[config.mk]
export PLATFORM = sky130hd
export DESIGN_NAME = stopwatch_ctrl
export DESIGN_NICKNAME = d
export VERILOG_FILES = /design/src/rtl/stopwatch_ctrl.sv
export SDC_FILE = /design/constraint.sdc
export NUM_CORES = 1
export LEC_CHECK = 0
export ABC_AREA = 1
export ABC_CLOCK_PERIOD_IN_PS = 1400
export CAP_MARGIN = 20
export CELL_PAD_IN_SITES_DETAIL_PLACEMENT = 1
export CELL_PAD_IN_SITES_GLOBAL_PLACEMENT = 1
export CORE_AREA = 2 2 70 121
export CTS_BUF_LIST = sky130_fd_sc_hd__clkbuf_8
export CTS_CLUSTER_SIZE = 28
export DETAILED_ROUTE_END_ITERATION = 16
export DIE_AREA = 0 0 72 123
export PLACE_DENSITY = 0.85
export SYNTH_ARGS = -nofsm -noshare
export SYNTH_HDL_FRONTEND = slang
export SYNTH_SLANG_ARGS = --single-unit
[constraint.sdc]
create_clock -name MHz -period 1.4 [get_ports MHz]
set_input_delay 0.28 -clock MHz [delete_from_list [all_inputs] [get_ports MHz]]
set_output_delay 0.28 -clock MHz [all_outputs]
set_load 0.01 [all_outputs]
[src/rtl/stopwatch_ctrl.sv]
// stopwatch_ctrl: button sync/debounce and IDLE/RUN/PAUSE/CLEAR control for the stopwatch counter.
// Define STOPWATCH_LAP_EN to add the btn_lap input and Freeze display-hold output.
module stopwatch_ctrl #(
    parameter int CLK_HZ = 10000000,
    parameter int DEB_MS = 20,
    parameter int CLR_MS = 2
) (
    input  logic       MHz,
    input  logic       Reset,
    input  logic       btn_start,
    input  logic       btn_clear,
    input  logic       btn_speed,
`ifdef STOPWATCH_LAP_EN
    input  logic       btn_lap,
    output logic       Freeze,
`endif
    output logic       Enable,
    output logic       Speed,
    output logic       ClrN,
    output logic [1:0] State
);

    localparam int TDIV = (CLK_HZ / 1000 > 1) ? CLK_HZ / 1000 : 2;
    localparam int TW = $clog2(TDIV);
    localparam logic [TW-1:0] TMAX = TW'(TDIV - 1);
    localparam logic [7:0] DEB = 8'(DEB_MS);
    localparam logic [7:0] CLR = 8'(CLR_MS);

`ifdef STOPWATCH_LAP_EN
    localparam int NB = 4;
`else
    localparam int NB = 3;
`endif

    localparam logic [1:0] S_IDLE  = 2'b00;
    localparam logic [1:0] S_RUN   = 2'b01;
    localparam logic [1:0] S_PAUSE = 2'b10;
    localparam logic [1:0] S_CLEAR = 2'b11;

    logic [TW-1:0] tcnt;
    logic          ms_tick;
    logic [NB-1:0] raw;
    logic [NB-1:0] sync1;
    logic [NB-1:0] sync2;
    logic [NB-1:0] lvl;
    logic [NB-1:0] lvl_q;
    logic [NB-1:0] press;
    logic [7:0]    deb_cnt [NB];
    logic [7:0]    dwell;
    logic [7:0]    dwell_n;
    logic [1:0]    nstate;
    logic          start_p;
    logic          clear_p;
    logic          speed_p;

`ifdef STOPWATCH_LAP_EN
    assign raw = {btn_lap, btn_speed, btn_clear, btn_start};
`else
    assign raw = {btn_speed, btn_clear, btn_start};
`endif

    assign ms_tick = (tcnt == TMAX);
    assign press   = lvl & ~lvl_q;
    assign start_p = press[0];
    assign clear_p = press[1];
    assign speed_p = press[2];

    // 1 ms tick: free-running divider, pulse in the wrap cycle
    always_ff @(posedge MHz) begin
        if (!Reset) begin
            tcnt <= '0;
        end else if (ms_tick) begin
            tcnt <= '0;
        end else begin
            tcnt <= tcnt + TW'(1);
        end
    end

    // Two-flop synchroniser for every raw button
    always_ff @(posedge MHz) begin
        if (!Reset) begin
            sync1 <= '0;
            sync2 <= '0;
        end else begin
            sync1 <= raw;
            sync2 <= sync1;
        end
    end

    // Debounce: level follows sync only after it has differed for DEB_MS full ticks
    always_ff @(posedge MHz) begin
        if (!Reset) begin
            lvl <= '0;
            for (int i = 0; i < NB; i++) begin
                deb_cnt[i] <= '0;
            end
        end else begin
            for (int i = 0; i < NB; i++) begin
                if (sync2[i] == lvl[i]) begin
                    deb_cnt[i] <= '0;
                end else if (ms_tick) begin
                    if (deb_cnt[i] == DEB) begin
                        lvl[i]     <= sync2[i];
                        deb_cnt[i] <= '0;
                    end else begin
                        deb_cnt[i] <= deb_cnt[i] + 8'd1;
                    end
                end
            end
        end
    end

    // Previous debounced level, for rising-edge press pulses
    always_ff @(posedge MHz) begin
        if (!Reset) begin
            lvl_q <= '0;
        end else begin
            lvl_q <= lvl;
        end
    end

    // Next state; clear beats start except in RUN, where clear is ignored
    always_comb begin
        nstate  = State;
        dwell_n = dwell;
        case (State)
            S_IDLE, S_PAUSE: begin
                if (clear_p) begin
                    nstate = S_CLEAR;
                end else if (start_p) begin
                    nstate = S_RUN;
                end
            end
            S_RUN: begin
                if (start_p) begin
                    nstate = S_PAUSE;
                end
            end
            default: begin
                if (ms_tick) begin
                    if (dwell == CLR) begin
                        nstate = S_IDLE;
                    end else begin
                        dwell_n = dwell + 8'd1;
                    end
                end
            end
        endcase
        if (nstate == S_CLEAR && State != S_CLEAR) begin
            dwell_n = '0;
        end
    end

    // State and registered output decode; reset lands in CLEAR for a full clear pulse
    always_ff @(posedge MHz) begin
        if (!Reset) begin
            State  <= S_CLEAR;
            Enable <= 1'b1;
            ClrN   <= 1'b0;
            Speed  <= 1'b1;
            dwell  <= '0;
        end else begin
            State  <= nstate;
            Enable <= (nstate != S_RUN);
            ClrN   <= (nstate != S_CLEAR);
            dwell  <= dwell_n;
            if (speed_p) begin
                Speed <= ~Speed;
            end
        end
    end

`ifdef STOPWATCH_LAP_EN
    // Lap freeze: toggles in RUN, dropped by lap in PAUSE and on entry to CLEAR
    always_ff @(posedge MHz) begin
        if (!Reset) begin
            Freeze <= 1'b0;
        end else if (nstate == S_CLEAR && State != S_CLEAR) begin
            Freeze <= 1'b0;
        end else if (State == S_RUN && press[3]) begin
            Freeze <= ~Freeze;
        end else if (State == S_PAUSE && press[3]) begin
            Freeze <= 1'b0;
        end
    end
`endif

endmodule

== Yosys cells after proc, flatten, opt, wreduce, memory -nomap -nowiden ==
Memories as Yosys holds them, arrays and structs flattened.
Cells that the tools add are included.
Storage, ports and cells
  register bits after elaboration: 39
  memory bits (writable): 24
  input bits: 5
  logic and storage cells: 115
  memories kept: 1
Memories
  deb_cnt: words 3, bits a word 8, rd ports 3, clocked after memory_dff 0, write ports 3, RTL line 48  | logic [7:0] deb_cnt [NB];
Cells by class
  add/sub/neg operators: 5
  equality and inequality tests: 14
  muxes and demuxes: 55
  bitwise logic cells: 18
  reduce and logical (&&, ||, !) cells: 10
Operators with widths (number)
  8-bit 2-to-1 mux: 9
  1-bit 2-to-1 mux: 40
  8-bit by 1-bit adder with 8-bit output, second input constant: 4
  8-bit by 5-bit == test with 1-bit output, second input constant: 3
  14-bit by 1-bit adder with 14-bit output, second input constant: 1
  14-bit == test, second input constant: 1
  3-bit AND reduction: 4
  2-bit 2-to-1 mux: 5
  1-bit bitwise OR: 9
  8-bit by 2-bit == test with 1-bit output, second input constant: 1
  1-bit inverter: 7
  2-bit OR reduction: 3
  2-bit == test, second input constant: 2
  2-bit inequality test, second input constant: 2
  2-bit case mux with 2 select lines: 1
  3-bit AND: 1
  1-bit == test: 3
  3-bit inverter: 1
  3-bit OR reduction: 1
  2-bit by 1-bit == test with 1-bit output, second input constant: 1
  2-bit logical NOT: 1
  2-bit by 1-bit inequality test with 1-bit output, second input constant: 1
  1-bit logical AND: 1

== Logic depth before layout (Yosys ltp) ==
  depth in word-level cells: 8
  gate-level depth with buffers: 9

== Worst setup path after synthesis ==
No wires, ideal clock.
  path kind: register to register
  start: register tcnt[0]
  end: memory deb_cnt[1][0], enable pin
  library setup time: 329 ps
  arrival time: 1233 ps
  data required time: 1071 ps
  setup slack: -161 ps
  stages on the path, launching flop included: 8
  path buffers: 0
  clock period less this slack: 1561 ps
  path through: dfxtp_1 ha_1 nand3_1 nor2_1 nand2_1 nand2_1 inv_1 nand2_1
RTL lines
  start, declared: RTL line 40  | logic [TW-1:0] tcnt;
  start signal, assigned: RTL line 75  | tcnt <= tcnt + TW'(1);
  end, declared: RTL line 48

==> impl_results.html <==
<table>
<tr><th>Metric</th><th>Value</th></tr>
<tr><th colspan="2">Logic synthesis</th></tr>
<tr><td>Total of warnings raised by yosys</td><td>0</td></tr>
<tr><td>Synth Area in Compound Gates</td><td>~3.7%</td></tr>
<tr><td>Simple-gate portion of the synthesized area</td><td>between 30% and 40%</td></tr>
<tr><td>Cell Area, Synth</td><td>roughly 0.0033 mm2</td></tr>
<tr><td>Share of synthesized area spent on multiplexers</td><td>0%</td></tr>
<tr><td>Part of the Yosys area used for sequential elements</td><td>between 40% and 50%</td></tr>
<tr><td>Number of different library cells in the post-synthesis netlist</td><td>32</td></tr>
<tr><td>Number of flip-flops and latches in the synthesized netlist</td><td>63</td></tr>
<tr><td>Number of standard cells after synthesis</td><td>420</td></tr>
<tr><td>XOR/XNOR share of the synthesized area</td><td>6.67%</td></tr>
<tr><td>Combinational family with the most area after synthesis</td><td>simple AND/OR/NAND/NOR gates</td></tr>
<tr><td>Synthesized-area fraction occupied by adder cells</td><td>under 10%</td></tr>
<tr><td>Avg Cell Area, Syn</td><td>7.82 um2</td></tr>
<tr><td>Total nets after synthesis</td><td>about 430</td></tr>
<tr><th colspan="2">Final layout</th></tr>
<tr><td>Antenna Diode Count</td><td>0</td></tr>
<tr><td>Net total in the final layout</td><td>510</td></tr>
<tr><td>Ratio of cells with drive above 1 in the final layout</td><td>between 30% and 40%</td></tr>
<tr><td>Final-layout fill cell count</td><td>939</td></tr>
<tr><td>Fin area</td><td>0.00454 mm2</td></tr>
<tr><td>Final core utilization</td><td>57.4%</td></tr>
<tr><td>Area growth from synthesis to final layout</td><td>38.3%</td></tr>
<tr><td>Multi-input gate area in the final layout</td><td>approximately 0.0019 mm2</td></tr>
<tr><td>Flip-flop and latch area</td><td>0.00152 mm2</td></tr>
<tr><th colspan="2">Global routing</th></tr>
<tr><td>Total global routing track utilization</td><td>22.8%</td></tr>
<tr><td>First-pass GRT wire length</td><td>between 15000 and 20000 um</td></tr>
<tr><td>Vias in the first global route</td><td>3270</td></tr>
<tr><td>GRT overflow</td><td>0</td></tr>
<tr><td>Maximum number of pins on one net before global-route repair</td><td>13</td></tr>
<tr><td>Number of antenna violations at the first check in global routing</td><td>0</td></tr>
<tr><th colspan="2">Power</th></tr>
<tr><td>Maximum VDD drop</td><td>0.000997 V</td></tr>
<tr><td>Leakage</td><td>0.00194 uW</td></tr>
<tr><td>Power density over the cells</td><td>853 mW/mm2</td></tr>
<tr><th colspan="2">Placed design</th></tr>
<tr><td>Hpwl dp</td><td>about 6300 um</td></tr>
<tr><td>Port Buf Inserts</td><td>9</td></tr>
<tr><td>GPL Wtd Cong</td><td>0.767</td></tr>
<tr><td>Placed cell areas</td><td>0.00393 mm2</td></tr>
<tr><td>DP Worst Slack</td><td>-0.261 ns</td></tr>
<tr><th colspan="2">Timing</th></tr>
<tr><td>Minimum period implied by the final worst setup slack</td><td>1.52 ns</td></tr>
<tr><td>Unrepaired setup endpoints after global routing</td><td>true</td></tr>
<tr><td>Sum Neg Setup Slack</td><td>-5.26 ns</td></tr>
<tr><td>Pins over their slew limit</td><td>0</td></tr>
<tr><td>Final setup violation count</td><td>63</td></tr>
<tr><td>Tightest slew margin relative to the limit</td><td>75.6%</td></tr>
<tr><td>Worst slew pin tran</td><td>0.363 ns</td></tr>
<tr><td>Final clock skew</td><td>~0.012 ns</td></tr>
<tr><td>Hold Violations, Final</td><td>0</td></tr>
<tr><td>Ratio of final minimum period to clock period</td><td>108%</td></tr>
<tr><td>Min setup slack post-route</td><td>-0.116 ns</td></tr>
<tr><td>Timing-limited maximum frequency</td><td>660 MHz</td></tr>
<tr><th colspan="2">Worst setup path</th></tr>
<tr><td>Critical path destination</td><td>deb_cnt[0][2]$_SDFFCE_PN0P_</td></tr>
<tr><td>Worst Setup End Kind</td><td>flip-flop</td></tr>
<tr><td>End of the worst register-to-register path</td><td>deb_cnt[0][2]$_SDFFCE_PN0P_</td></tr>
<tr><td>Biggest fanout along the worst timing path</td><td>8</td></tr>
<tr><td>Worst setup path startpoint</td><td>tcnt[0]$_SDFF_PP0_</td></tr>
<tr><td>Worst R2R Setup Slack</td><td>-0.12 ns</td></tr>
<tr><td>Reg2Reg Depth</td><td>7</td></tr>
<tr><td>CP Data Required Time</td><td>about 1.6 ns</td></tr>
<tr><td>Crit start category</td><td>flip-flop</td></tr>
<tr><td>Arrival time of the worst setup path</td><td>approximately 1.7 ns</td></tr>
<tr><td>Critical setup path kind</td><td>flip-flop to flip-flop</td></tr>
<tr><td>Launch point of the worst reg-to-reg path</td><td>tcnt[0]$_SDFF_PP0_</td></tr>
<tr><th colspan="2">Run</th></tr>
<tr><td>Max-cap check violation count</td><td>0</td></tr>
<tr><th colspan="2">Clock network</th></tr>
<tr><td>Number of buffers on the longest clock path</td><td>2</td></tr>
<tr><td>Clock slew seen by the registers of the worst setup and hold paths</td><td>roughly 0.07 ns</td></tr>
<tr><td>TritonCTS clock tree</td><td>built</td></tr>
<tr><td>Clk sinks</td><td>63</td></tr>
<tr><td>Worst-skew pair later-pin latency</td><td>0.35 ns</td></tr>
<tr><td>Clock H-tree levels</td><td>3</td></tr>
<tr><td>Clock buffer count from CTS</td><td>9</td></tr>
<tr><td>CTS Root Buffer Type</td><td>clkbuf_8</td></tr>
<tr><th colspan="2">Drt</th></tr>
<tr><td>Total via count in the routed design</td><td>around 3000</td></tr>
<tr><td>Wire length per cell</td><td>about 17 um</td></tr>
<tr><td>Final antenna-violating net count</td><td>0</td></tr>
<tr><td>Routed via count divided by cell count</td><td>about 5.1</td></tr>
<tr><td>Detailed-router iteration count before antenna repair</td><td>4</td></tr>
<tr><td>Number of violations reported at the end of detailed-routing iteration 0</td><td>132</td></tr>
<tr><td>Total wire length after detailed routing</td><td>10300 um</td></tr>
<tr><td>Post-detailed-route DRC marker count</td><td>0</td></tr>
<tr><th colspan="2">Die</th></tr>
<tr><td>Core footprint</td><td>0.00791 mm2</td></tr>
<tr><td>Die H</td><td>between 100 and 150 um</td></tr>
<tr><td>I/O pins</td><td>10</td></tr>
<tr><td>FP Rows</td><td>between 40 and 50</td></tr>
<tr><td>Die area</td><td>~0.0089 mm2</td></tr>
<tr><td>Initial Utilization</td><td>between 40% and 50%</td></tr>
<tr><td>Width of the die</td><td>between 70 and 80 um</td></tr>
<tr><th colspan="2">Hold path</th></tr>
<tr><td>Worst min-delay path class</td><td>flip-flop to flip-flop</td></tr>
<tr><th colspan="2">Run status</th></tr>
<tr><td>Run status</td><td>finished, violations left</td></tr>
<tr><td>Violated checks</td><td>negative setup slack</td></tr>
</table>
[cell usage in the layout, fill, tap and decap left out, types with 4 or more instances in the layout]
cell,count
edfxtp_1,24
nand3_1,32
nand2_1,76
nor2_2,15
dfxtp_1,28
xnor2_1,5
dfxtp_2,8
buf_4,53
ha_1,6
nor2_4,10
nand3_2,7
xor2_1,17
nand2_4,10
nand2_2,6
buf_6,7
dlygate4sd2_1,5
nor3_2,4
nor3_1,5
clkdlybuf4s50_1,4
nor2_1,49
inv_2,8
inv_1,55
a21oi_1,12
clkbuf_8,9
[logic make-up (layout without fill, tap and decap cells)]
group,Yosys count,count (layout)
xor+xnor,25,25
compound gates,23,23
simple gates,231,231
buf+inv,69,150
flops,63,63
fa+ha+maj,9,9
[cell type report]
class | count | share of cell area, %
repair buffers | 70 | 12.8
clock buffers | 9 | 2.73
flip-flops and latches | 63 | 33.5
inverters | 64 | 5.62
well taps | 90 | 2.48
multi-input cells | 288 | 40.9
clock inverters | 7 | 1.93
[cells in the mapped netlist, drive strengths merged]
library cell   n  area, um2
and3           1       6.26
a31oi          1       6.26
nand3         41        223
nand3b         1       7.51
edfxtp        24        721
o21bai         2       15.0
nor2          75        343
nor4           1       6.26
o21ai          5       25.0
nand2         95        364
buf            4       20.0
dfxtp         39        781
clkbuf         1       3.75
xnor2          5       43.8
or2            1       6.26
nor3          11       60.1
nand4          4       40.0
a21oi         15       75.1
inv           64        243
ha             9        113
nor3b          1       7.51
xor2          20        175
[what timing repair did]
item / 4_1_cts / 5_1_grt
resized for setup: 50 / 53
hold buffers: 0 / 0
pin swaps: 14 / 19
endpoints found under the setup margin: 82 / 69
setup buffers: 5 / 4
[sequential cells by signal (all words and copies together), names as in the netlist]
signal / count
State: 2
ClrN: 1
lvl: 3
Speed: 1
tcnt: 14
lvl_q: 3
deb_cnt: 24
sync2: 3
sync1: 3
dwell: 8
Enable: 1
[through the flow]
stage | total power (uW) | cells | hold slack, ns
floorplan | 2070 | 420 | 0.378
global placement | 2130 | 568 | 0.397
detailed placement | 2140 | 568 | 0.410
CTS | 3860 | 588 | 0.426
global route | 4010 | 591 | 0.455
finish | 3870 | 591 | 0.430
[worst min-delay path by stage]
stage | start | cells after the start | slack, ns | end
after floorplan | btn_start | 2 | 0.38 | sync1[0]$_SDFF_PN0_
after global placement | sync1[0]$_SDFF_PN0_ | 2 | 0.40 | sync2[0]$_SDFF_PN0_
after detailed placement | sync1[1]$_SDFF_PN0_ | 2 | 0.41 | sync2[1]$_SDFF_PN0_
after CTS | sync1[1]$_SDFF_PN0_ | 2 | 0.43 | sync2[1]$_SDFF_PN0_
after global routing | sync1[2]$_SDFF_PN0_ | 2 | 0.46 | sync2[2]$_SDFF_PN0_
final | sync1[2]$_SDFF_PN0_ | 2 | 0.43 | sync2[2]$_SDFF_PN0_
[metal layers]
layer  vias up  GRT usage [%]  share of wire [%]
li1       1475              -                  -
met1      1488           22.5                 36
met2        47           44.0                 59
met3        29           3.75                1.7
met4         0           12.5                3.9
met5         -              0                  0
[where the power goes]
group / leakage (uW) / total (uW) / switching [uW] / internal (uW)
Clock: 0.000111 / 1730 / 742 / 990
Combinational: 0.00122 / 188 / 108 / 79.7
Sequential: 0.000610 / 1950 / 31.3 / 1920
Total: 0.00194 / 3870 / 881 / 2990
[worst max-delay path: stages (launching register included)]
cell and delay, ns:
dfxtp_2 0.37, ha_4 0.18, nand3_4 0.11, nor2_4 0.15, nand2_4 0.09, nor2_2 0.17
nand3_4 0.18, nor2_2 0.12
Note: power is estimated with default switching activity, not from simulation.
